File: config.mk
export PLATFORM = sky130hd
export DESIGN_NAME = rand_pool_n3k32
export DESIGN_NICKNAME = d
export VERILOG_FILES = /design/src/rtl/rand_pool_n3k32.sv
export SDC_FILE = /design/constraint.sdc
export NUM_CORES = 2
export LEC_CHECK = 0
export BUFFER_PORTS_ARGS = -buffer_cell sky130_fd_sc_hd__buf_2
export CAP_MARGIN = 5
export CORE_MARGIN = 2
export CORE_UTILIZATION = 30
export DETAILED_ROUTE_END_ITERATION = 10
export PLACE_DENSITY = 0.58
export SLEW_MARGIN = 15
export SYNTH_ARGS = -nofsm -noshare
export SYNTH_HDL_FRONTEND = slang
export SYNTH_SLANG_ARGS = --single-unit
export TNS_END_PERCENT = 5
File: constraint.sdc
create_clock -name clk_i -period 3.6 [get_ports clk_i]
set_clock_uncertainty 0.2 [all_clocks]
set_input_delay 0.72 -clock clk_i [delete_from_list [all_inputs] [get_ports clk_i]]
set_output_delay 0.72 -clock clk_i [all_outputs]
set_load 0.01 [all_outputs]
File: src/rtl/rand_pool_n3k32.sv
// Double-buffered randomness pool for the 3-share 32-bit secure Kogge-Stone adder.
// RNG words are packed into one 960-bit bank while the other bank, once complete,
// is presented on o_n. Used banks are zeroised on release so randomness is never reused.
module rand_pool_n3k32 #(
    parameter int WORD_W    = 32,
    parameter int NUM_WORDS = 30
) (
    input  logic                        clk_i,
    input  logic                        rst_ni,
    input  logic                        rng_valid_i,
    input  logic [WORD_W-1:0]           rng_data_i,
    output logic                        rng_ready_o,
    input  logic                        flush_i,
    input  logic                        take_i,
    output logic [WORD_W*NUM_WORDS-1:0] o_n,
    output logic                        o_rvld,
    output logic                        o_starve
);

    localparam int VEC_W = WORD_W * NUM_WORDS;
    localparam int CNT_W = $clog2(NUM_WORDS);
    localparam logic [CNT_W-1:0] LAST_WORD = CNT_W'(NUM_WORDS - 1);
    localparam logic [CNT_W-1:0] CNT_ONE   = CNT_W'(1);

    logic [VEC_W-1:0] bank_q [2];
    logic [VEC_W-1:0] bank_d [2];
    logic [1:0]       full_q;
    logic [1:0]       full_d;
    logic             wr_bank_q;
    logic             wr_bank_d;
    logic             rd_bank_q;
    logic             rd_bank_d;
    logic [CNT_W-1:0] wcnt_q;
    logic [CNT_W-1:0] wcnt_d;
    logic             rdy_q;
    logic             rdy_d;
    logic             starve_q;
    logic             starve_d;
    logic             accept_s;
    logic             take_s;

    // Next-state: flush dominates; otherwise fill and release act on different banks.
    always_comb begin
        bank_d    = bank_q;
        full_d    = full_q;
        wr_bank_d = wr_bank_q;
        rd_bank_d = rd_bank_q;
        wcnt_d    = wcnt_q;
        starve_d  = starve_q;
        accept_s  = rng_valid_i && rdy_q;
        take_s    = take_i && full_q[rd_bank_q];

        if (flush_i) begin
            bank_d[0] = '0;
            bank_d[1] = '0;
            full_d    = 2'b00;
            wcnt_d    = '0;
            wr_bank_d = 1'b0;
            rd_bank_d = 1'b0;
        end else begin
            if (accept_s) begin
                bank_d[wr_bank_q][WORD_W*int'(wcnt_q) +: WORD_W] = rng_data_i;
                if (wcnt_q == LAST_WORD) begin
                    full_d[wr_bank_q] = 1'b1;
                    wcnt_d            = '0;
                    wr_bank_d         = ~wr_bank_q;
                end else begin
                    wcnt_d = wcnt_q + CNT_ONE;
                end
            end else begin
                wcnt_d = wcnt_q;
            end

            // A full write bank can never be the bank being released, so no overlap here.
            if (take_s) begin
                full_d[rd_bank_q] = 1'b0;
                bank_d[rd_bank_q] = '0;
                rd_bank_d         = ~rd_bank_q;
            end else if (take_i) begin
                starve_d = 1'b1;
            end else begin
                starve_d = starve_q;
            end
        end

        // Ready looks at the bank that will be written after this edge.
        rdy_d = !full_d[wr_bank_d] && !flush_i;
    end

    // State register; asynchronous reset zeroises every bank.
    always_ff @(posedge clk_i or negedge rst_ni) begin
        if (!rst_ni) begin
            bank_q[0] <= '0;
            bank_q[1] <= '0;
            full_q    <= 2'b00;
            wr_bank_q <= 1'b0;
            rd_bank_q <= 1'b0;
            wcnt_q    <= '0;
            rdy_q     <= 1'b0;
            starve_q  <= 1'b0;
        end else begin
            bank_q    <= bank_d;
            full_q    <= full_d;
            wr_bank_q <= wr_bank_d;
            rd_bank_q <= rd_bank_d;
            wcnt_q    <= wcnt_d;
            rdy_q     <= rdy_d;
            starve_q  <= starve_d;
        end
    end

    // Outputs come straight from state; a partial bank is never visible.
    always_comb begin
        rng_ready_o = rdy_q;
        o_rvld      = full_q[rd_bank_q];
        o_starve    = starve_q;
        if (full_q[rd_bank_q]) begin
            o_n = bank_q[rd_bank_q];
        end else begin
            o_n = '0;
        end
    end

endmodule

==> flow_summary.toml <==
[drt]
remaining_drc_errors = 0
antenna_left = 0
drtIter0Drc = 9056
viasPerCell = 5.49
num_vias = 90496
wl_mm = 458
wire_per_inst_um = 27.8
firstDrtPassIters = 6

[timing]
hold_slack_ns = 0.0609
report.final.setup_viol = 513
setup-tns-final_ns = -16.98
tightest_slew_ns = 1.20
period_minus_slack_ns = 3.74
max_freq_mhz = 268
rsz0062_at_grt = "yes"
fin_ws_ns = -0.137
slew-limit-headroom = 0.192
fin_crit_sh = 1.04
slew_viol_final = 0
hold_violations = 0

[clock_network]
cts_max_level = 4
clock_path_buffers = 4
cts_tree = "done"
insertion_delay_ns = 0.88
clkSinkCount = 1931
clk_pin_slew_ns = 0.06
cts_buffers = 219
cts_root_buf = "clkbuf_16"

[logic_synthesis]
yosysMostFrequentCell = "nand2_1"
ys_ff_latch = 1931
synth_edf_count = 0
ys_seq_area_frac = 0.503
syn_area_per_cell_um2 = 8.48
synthTopCellsByArea = "dfrtp_1 (50%), nand2_1 (11%), mux2i_1 (10%)"
netlist.area_leader.share = 0.503
async_flop_share = 1.00
synthFlopType = "dfrtp_1"
syn-num-nets = 11369
yosysWarnings = 0
syn_inst = 11328
synth.distinct_cells = 69
synthTopCellsByCount = "nand2_1 (2746), dfrtp_1 (1931), a21oi_1 (1705)"
syn_area_mm2 = 0.0961
synth_top_area_cell = "dfrtp_1"

[layout]
layout-drive-gt1-share = 0.206
final_area_mm2 = 0.121
area_delta_synth_final_pct = 25.8
final_nets = 12143
fin_cells = 16486

[critical_path]
critPathArrivalTime_ns = 2.82
slowest_stage = "dfrtp_4"
worstRegToRegCells = 9
cp_common_cell = "buf_16"
critPathBufInv = 4
slowest_delay_ns = 0.54
crit_fanout = 27
crit_type = "reg -> out"
path_delay_family = "buffers and inverters"
start_kind = "flip-flop"
r2r_end = "bank_q[1558]"
r2r_slack_ns = 0.05
crit_required_ns = 2.68
critPathCaptureType = "output port"
r2r_start = "wcnt_q[0]"
path_cells = "clkbuf_16, buf_16, buf_16, mux2i_2, nor2_1, buf_2"

[die]
coreArea_mm2 = 0.318
io_pins = 1000
die_area_mm2 = 0.325
start_util = 0.302
chipHeight_um = 570
rows = 207
die_x_um = 570

[place]
post-place-cells = 15995
gp_congestion = 0.858
dpl_cell_area_mm2 = 0.109
io_buffers = 999
hpwl_mm = 302

[global_route]
overflow = 0
grt_pass1_vias = 85166
grt_pass1_wl_mm = 637
antenna_found_initial = 36
grtUsageTotal = 0.267
grt_max_degree = 121

[power_and_ir_drop]
finalPower_mw = 48.1
max-vdd-ir-drop_uv = 421
power.density_mw_per_mm2 = 398
static-leakage-power_nw = 47.0

[run_status]
violations = "setup timing"
status = "finished, violations left"

[worst_hold_path]
hold_class = "in -> reg"
hold_end = "bank_q[818]"
holdPathStages = 3
hp-start = "rng_data_i[18]"

[flow_run]
cap_violations = 0
-- report_power, final --
part           switching (mW)  leakage, nW  internal [mW]
Clock                    9.96         3.66           13.4
Combinational            2.46         16.4          0.515
Sequential            0.00445         27.0           21.7
-- layer usage --
layer,global-route usage,vias up,part of all wire
li1,-,40060,-
met1,0.361,45365,0.41
met2,0.404,4237,0.45
met3,0.0453,824,0.076
met4,0.152,10,0.062
met5,0,-,0.00013
-- final cells by class --
cell class / count / area, um^2
fillers: 32419 / 197000
flip-flops and latches: 1931 / 48300
multi-input cells: 8290 / 46800
repair buffers: 1654 / 13000
clock buffers: 308 / 6300
well taps: 4180 / 5230
clock inverters: 90 / 1140
diodes: 27 / 67.6
inverters: 6 / 25.0
-- cell usage in the layout (no fill, tap or decap), types with 24 or more instances in the layout --
master and n:
nor2_1 1097, clkbuf_1 43, nor4_4 24, nor3_1 141
or4_1 114, buf_4 438, mux2i_2 230, diode_2 27
nand3_1 552, clkbuf_8 44, nor3_2 24, o41ai_1 58
buf_12 136, mux2i_1 628, nand4_1 196, and3_1 118
o21ai_0 228, mux2i_4 141, clkbuf_16 246, buf_2 992
clkinv_2 46, a21oi_1 1703, dfrtp_1 1930, or3_1 46
buf_16 34, nand2_1 2732
-- stage by stage --
| stage | utilization | setup WS, ns |
|---|---|---|
| floorplan | - | 0.0668 |
| global placement | 0.343 | -0.182 |
| detailed placement | 0.343 | -0.135 |
| CTS | 0.371 | -0.208 |
| global route | 0.380 | -0.167 |
| finish | 0.380 | -0.137 |
-- sequential cells by signal, indices dropped and copies added (netlist names) --
register	count
rd_bank_q	1
bank_q	1920
rng_ready_o	1
full_q	2
wcnt_q	5
o_starve	1
wr_bank_q	1
-- worst max-delay path by stage --
stage / from / endpoint / slack [ns] / depth (start not counted)
after floorplan: wcnt_q[0] / bank_q[1419] / 0.07 / 12
after global placement: wcnt_q[0] / bank_q[998] / -0.18 / 10
after detailed placement: wcnt_q[0] / bank_q[998] / -0.14 / 10
after CTS: rd_bank_q / o_n[571] / -0.21 / 6
after global routing: rd_bank_q / o_n[709] / -0.17 / 6
final: rd_bank_q / o_n[387] / -0.14 / 6
-- logic make-up (layout without fill, tap and decap cells) --
kind of cell               count (synthesis)  after routing  synth area share
other                                      0             27                 0
muxes                                    999            999             0.104
xor gates and xnor gates                   4              4          0.000521
adders and majority gates                  4              4          0.000521
AOI/OAI and AO/OA                       2120           2120             0.117
and+or+nand+nor                         5163           5163             0.231
DFF                                     1931           1931             0.503
buffers and inverters                   1107           2058            0.0448
-- worst register-to-register path: stages (launching register included) --
cell and delay, ns:
dfrtp_1 0.34, inv_1 0.07, ha_1 0.21, buf_4 0.18, xor2_4 0.20, buf_4 0.21, nor3_1 0.96, nand3_1 0.65
o22ai_1 0.29, o2bb2ai_1 0.14
-- repair_timing --
item                                    in CTS  in global routing
hold buffers                                 5                  0
endpoints found under the hold margin       40                  0
endpoints found under the setup margin     964                965
pin swaps                                    0                  3
setup buffers                                6                 14
cloned                                      11                 30
gates resized for setup                    272                341
Power figures use the tool's default switching activity.
